<file path="src/rtl/bnn_pkg.sv">
// Shared definitions for the binarized CNN frame sequencer.
//   seq_state_t     : sequencer FSM states
//   CONV1_CYCLES    : conv1 engine latency, 12x12 output sweep plus its done register
//   DEFAULT_TIMEOUT : default per-stage watchdog limit in cycles
package bnn_pkg;

  typedef enum logic [2:0] {
    IDLE,
    LATCH,
    LAUNCH,
    WAIT,
    OUT,
    ERR
  } seq_state_t;

  localparam int CONV1_CYCLES    = 145;
  localparam int DEFAULT_TIMEOUT = 511;

endpackage

</file>
<file path="src/rtl/bnn_sat_counter.sv">
// Up-counter that sticks at all-ones instead of wrapping.
//   clk   : rising-edge clock
//   reset : synchronous, active-high, forces the count to 0
//   clr   : synchronous clear to 0 (takes priority over en)
//   en    : count up by one when not already saturated
//   cnt   : current count
module bnn_sat_counter #(
  parameter int W = 10
) (
  input  logic         clk,
  input  logic         reset,
  input  logic         clr,
  input  logic         en,
  output logic [W-1:0] cnt
);

  localparam logic [W-1:0] MAX = '1;

  always_ff @(posedge clk) begin
    if (reset || clr) begin
      cnt <= '0;
    end else if (en && (cnt != MAX)) begin
      cnt <= cnt + W'(1);
    end
  end

endmodule

</file>
<file path="src/rtl/bnn_layer_sequencer.sv">
// Frame-level controller for the binarized CNN datapath.
// Accepts one frame per img_valid/img_ready handshake, pulses img_latch, then
// launches each layer engine in turn with a one-cycle stage_begin pulse and
// waits for that engine's stage_done. After the last stage the result is
// offered on res_valid until res_ready. A per-stage watchdog traps hung engines
// into a sticky error state that only err_clear (or reset) leaves.
//   clk, reset    : clock, synchronous active-high reset
//   img_valid/img_ready : frame input handshake
//   img_latch     : one-cycle pulse, datapath captures the input image
//   stage_begin   : one-hot begin pulse per engine
//   stage_done    : done pulse per engine (only the active stage is observed)
//   res_valid/res_ready : result handshake
//   busy          : any state other than IDLE
//   cur_stage     : index of the active stage
//   error         : sticky watchdog error, err_clear releases it
//   frame_cnt     : completed frames, wraps
//   last_latency  : LATCH-to-result-accept cycles of the last frame, saturating
module bnn_layer_sequencer
  import bnn_pkg::*;
#(
  parameter  int NUM_STAGES = 3,
  parameter  int TIMEOUT    = DEFAULT_TIMEOUT,
  parameter  int TMR_W      = 10,
  parameter  int FRM_W      = 16,
  localparam int SW         = (NUM_STAGES > 1) ? $clog2(NUM_STAGES) : 1
) (
  input  logic                  clk,
  input  logic                  reset,
  input  logic                  img_valid,
  output logic                  img_ready,
  output logic                  img_latch,
  output logic [NUM_STAGES-1:0] stage_begin,
  input  logic [NUM_STAGES-1:0] stage_done,
  output logic                  res_valid,
  input  logic                  res_ready,
  output logic                  busy,
  output logic [SW-1:0]         cur_stage,
  output logic                  error,
  input  logic                  err_clear,
  output logic [FRM_W-1:0]      frame_cnt,
  output logic [TMR_W-1:0]      last_latency
);

  seq_state_t      state, nxt_state;
  logic [SW-1:0]   stage, nxt_stage;
  logic            done_cur;
  logic [TMR_W-1:0] wdt_cnt;
  logic [TMR_W-1:0] lat_cnt;

  // Latency includes the accept cycle itself, so the stored value is one past
  // the running count, still capped at all-ones.
  function automatic logic [TMR_W-1:0] sat_inc(input logic [TMR_W-1:0] v);
    return (v == '1) ? v : v + TMR_W'(1);
  endfunction

  // Watchdog reads 0 in the LAUNCH cycle and k in the k-th cycle after the
  // begin pulse, so a timeout at TIMEOUT lands error TIMEOUT+1 cycles after begin.
  bnn_sat_counter #(.W(TMR_W)) u_wdt (
    .clk   (clk),
    .reset (reset),
    .clr   (nxt_state == LAUNCH),
    .en    ((state == LAUNCH) || (state == WAIT)),
    .cnt   (wdt_cnt)
  );

  bnn_sat_counter #(.W(TMR_W)) u_lat (
    .clk   (clk),
    .reset (reset),
    .clr   (state == IDLE),
    .en    ((state != IDLE) && (state != ERR)),
    .cnt   (lat_cnt)
  );

  always_comb begin
    nxt_state = state;
    nxt_stage = stage;
    // Only the active stage's done is observed; strays from other engines are dropped.
    done_cur  = stage_done[stage];
    case (state)
      IDLE: begin
        nxt_stage = '0;
        if (img_valid && img_ready) nxt_state = LATCH;
      end
      LATCH:  nxt_state = LAUNCH;
      LAUNCH: nxt_state = WAIT;
      WAIT: begin
        // done is checked first so it wins over a coincident timeout
        if (done_cur) begin
          if (stage == SW'(NUM_STAGES - 1)) begin
            nxt_state = OUT;
          end else begin
            nxt_stage = stage + SW'(1);
            nxt_state = LAUNCH;
          end
        end else if (wdt_cnt == TMR_W'(TIMEOUT)) begin
          nxt_state = ERR;
        end
      end
      OUT: if (res_ready) nxt_state = IDLE;
      ERR: begin
        if (err_clear) begin
          nxt_state = IDLE;
          nxt_stage = '0;
        end
      end
      default: nxt_state = IDLE;
    endcase
  end

  // Outputs are decoded from the next state so they line up with the state register.
  always_ff @(posedge clk) begin
    if (reset) begin
      state        <= IDLE;
      stage        <= '0;
      img_ready    <= 1'b1;
      img_latch    <= 1'b0;
      stage_begin  <= '0;
      res_valid    <= 1'b0;
      busy         <= 1'b0;
      error        <= 1'b0;
      frame_cnt    <= '0;
      last_latency <= '0;
    end else begin
      state       <= nxt_state;
      stage       <= nxt_stage;
      img_ready   <= (nxt_state == IDLE);
      img_latch   <= (nxt_state == LATCH);
      stage_begin <= (nxt_state == LAUNCH) ? (NUM_STAGES'(1) << nxt_stage) : '0;
      res_valid   <= (nxt_state == OUT);
      busy        <= (nxt_state != IDLE);
      error       <= (nxt_state == ERR);
      if ((state == OUT) && res_ready) begin
        frame_cnt    <= frame_cnt + FRM_W'(1);
        last_latency <= sat_inc(lat_cnt);
      end
    end
  end

  assign cur_stage = stage;

endmodule
</file>
<file path="config.mk">
export PLATFORM = sky130hd
export DESIGN_NAME = bnn_layer_sequencer
export DESIGN_NICKNAME = d
export VERILOG_FILES = /design/src/rtl/bnn_pkg.sv /design/src/rtl/bnn_sat_counter.sv /design/src/rtl/bnn_layer_sequencer.sv
export SDC_FILE = /design/constraint.sdc
export NUM_CORES = 1
export LEC_CHECK = 0
export CAP_MARGIN = 20
export CORE_ASPECT_RATIO = 2
export CORE_UTILIZATION = 45
export DETAILED_ROUTE_END_ITERATION = 10
export GPL_ROUTABILITY_DRIVEN = 1
export PLACE_DENSITY = 0.69
export SYNTH_ARGS = -nofsm -noshare
export SYNTH_HDL_FRONTEND = slang
export SYNTH_SLANG_ARGS = --single-unit
</file>
<file path="constraint.sdc">
create_clock -name clk -period 5.6 [get_ports clk]
set_clock_uncertainty 0.15 [all_clocks]
set_input_delay 1.68 -clock clk [delete_from_list [all_inputs] [get_ports clk]]
set_output_delay 1.68 -clock clk [all_outputs]
set_load 0.05 [all_outputs]
</file>
==> impl_metrics.env <==
export IMPL_arrival_ps=3570
export IMPL_insertion_delay_ps=330
export IMPL_port_buffers=43
export IMPL_setup_slack_ps=2100
export IMPL_pin_count=44
export IMPL_syn_area_um2=2810
export IMPL_worst_setup_path_start_kind="primary input"
export IMPL_power_frac_seq_pct=39.2
export IMPL_crit_required_ps=5670
export IMPL_dieWidth_um=57.9
export IMPL_core_area_um2=6010
export IMPL_setup_violations=0
export IMPL_dpl_cell_count=409
export IMPL_r2r_end="u_lat.cnt[9]"
export IMPL_grt_antenna_before_repair=0
export IMPL_area_delta_synth_final_pct=27.2
export IMPL_synth_edf_count=0
export IMPL_startpoint="res_ready"
export IMPL_internal_power_uw=864
export IMPL_drc_errors=4
export IMPL_multi_input_area_um2=1510
export IMPL_combPwrFrac_pct=9.0
export IMPL_fin_crit_sh_pct=62.6
export IMPL_wl_per_cell_um=14.8
export IMPL_rsz0062_at_grt="false"
export IMPL_worst_pin_slew_ps=971
export IMPL_min_path_type="reg -> reg"
export IMPL_routabilityCongestion=0.784
export IMPL_via_count=2345
export IMPL_regArea_um2=1180
export IMPL_fmax_ghz=0.285
export IMPL_power_per_cell_area_nw_per_um2=315
export IMPL_fin_setup_tns_ps=0
export IMPL_r2r_cells=5
export IMPL_grt_max_degree=24
export IMPL_total_leakage_power_nw=1.27
export IMPL_grt_overflow_total=0
export IMPL_ir_worst_vdd_mv=0.199
export IMPL_drtAntennaViolNets=0
export IMPL_dp_slack_ps=1790
export IMPL_htree_num_levels=3
export IMPL_power_switching_uw=262
export IMPL_ys_flop_type="dfxtp_1"
export IMPL_grt_pass1_vias=2277
export IMPL_cts_setup_buffers=0
export IMPL_netlist_area_leader_share_pct=42.0
export IMPL_cts_buffer_depth=2
export IMPL_postCtsHoldBufs=0
export IMPL_avgViaCountPerCell=5.53
export IMPL_tritoncts="built"
export IMPL_core_rowCount=40
export IMPL_path_class="in -> reg"
export IMPL_synthDistinctLibCells=55
export IMPL_endpoint="frame_cnt[13]"
export IMPL_relSlewSlack_pct=34.9
export IMPL_critPathCaptureType="flip-flop"
export IMPL_n_antenna_cell=0
export IMPL_yosysMostFrequentCell="dfxtp_1"
export IMPL_grt_pass1_wl_mm=10.3
export IMPL_fillCellCount=561
export IMPL_synth_common_cells="dfxtp_1, nor2_1, nand2_1"
export IMPL_synth_top_cell_by_area="dfxtp_1"
export IMPL_slew_viol_final=0
export IMPL_path_clk_slew_ps=50
export IMPL_drtIter0Drc=82
export IMPL_cts_made_buffers=9
export IMPL_layout_nets=370
export IMPL_finalNonFillerCells=424
export IMPL_grt_use_total_pct=20.8
export IMPL_hold_viol=0
export IMPL_routed_wl_mm=6.27
export IMPL_p_clk_share_pct=51.9
export IMPL_synth_cells=316
export IMPL_violations="DRC"
export IMPL_root_buffer="clkbuf_16"
export IMPL_synthArstFlopShare_pct=0
export IMPL_cts_resized=0
export IMPL_initial_core_util_pct=46.8
export IMPL_reg2reg_from="state[2]"
export IMPL_synth_fp_nets=329
export IMPL_status="finished, violations left"
export IMPL_synth_area_per_cell_um2=8.89
export IMPL_drtPass1Iterations=7
export IMPL_drive_gt1_share_pct=8.59
export IMPL_dp_hpwl_mm=4.58
export IMPL_die_area_um2=6580
export IMPL_p_sw_share_pct=23.3
export IMPL_dieHeight_um=114
export IMPL_synth_area_leaders="dfxtp_1, xnor2_1, nor2_1"
export IMPL_critPathMaxFanout=23
export IMPL_ys_warn_count=0
export IMPL_fin_crit_ps=3500
export IMPL_ys_ff_latch=59
export IMPL_reg2reg_slack_ps=3310
export IMPL_ys_seq_area_share_pct=42.0
export IMPL_maxCapViolations=0
export IMPL_clkSinkCount=59
layer usage:
layer  global-route usage (%)  share of wire [%]  wire (um)
met1                     19.7                 38       2400
met5                        0                  0          0
met2                     38.7                 56       3530
met4                     11.9                2.9        184
met3                     5.22                2.5        156
power groups by stage:
stage | Sequential [mW] | Combinational, mW | Clock [mW]
floorplan | 0.462 | 0.0612 | 0
global placement | 0.449 | 0.100 | 0
detailed placement | 0.449 | 0.102 | 0
CTS | 0.441 | 0.102 | 0.590
global route | 0.442 | 0.110 | 0.605
finish | 0.441 | 0.101 | 0.584
worst min-delay path by stage:
stage          slack [ps]              end  depth (start not counted)            start
2_1_floorplan         330     u_lat.cnt[8]                          2     u_lat.cnt[8]
3_3_place_gp          300  last_latency[9]                          2  last_latency[9]
3_5_place_dp          310  last_latency[0]                          2  last_latency[0]
4_1_cts               320  last_latency[9]                          2  last_latency[9]
5_1_grt               340  last_latency[0]                          2  last_latency[0]
6_report              310  last_latency[9]                          2  last_latency[9]
cell usage in the layout, fill, tap and decap left out, types with 9 or more instances in the layout:
master and instances:
nand3_1 11, nand2_1 27, clkbuf_16 9, a21oi_1 13, nor2_1 46, xnor2_1 21, dfxtp_1 59, inv_1 12
clkdlybuf4s50_1 43, nor3_1 11
per-stage QoR:
step / hold WS, ps / area, um2 / util (%) / power [mW]
2_1_floorplan: 330 / 2810 / - / 0.524
3_3_place_gp: 300 / 3260 / 54.2 / 0.550
3_5_place_dp: 307 / 3260 / 54.2 / 0.551
4_1_cts: 316 / 3570 / 59.5 / 1.13
5_1_grt: 337 / 3570 / 59.5 / 1.16
6_report: 314 / 3570 / 59.5 / 1.13
final cells by class:
type | instances | share of cell area [%]
Sequential cell | 59 | 33.1
Inverter | 12 | 1.26
Tap cell | 63 | 2.21
Multi-Input combinational cell | 231 | 42.4
Clock buffer | 10 | 6.69
Timing Repair Buffer | 44 | 12.3
Clock inverter | 5 | 2.17
cells by family (layout without fill, tap and decap cells):
logic type	count (synthesis)	in the layout	share of synthesized area [%]
XOR/XNOR	28	28	8.73
multiplexers	9	9	3.30
AND/OR/NAND/NOR	138	138	26.4
flip-flops	59	59	42.0
AO/OA/AOI/OAI	51	51	13.2
buffers and inverters	26	71	4.05
adder cells (fa/ha/maj)	5	5	2.23
state kept, by name (all words and copies together) (netlist names):
name	cells
frame_cnt	16
u_lat.cnt	10
busy	1
state	3
img_ready	1
error	1
res_valid	1
u_wdt.cnt	10
cur_stage	2
last_latency	10
img_latch	1
stage_begin	3
critical path: stages:
cell	delay [ps]
clkdlybuf4s50_1	530
and4bb_2	560
nand4_2	290
nor3b_1	310
xnor2_1	150
nor2_1	50
Power figures use the tool's default switching activity.
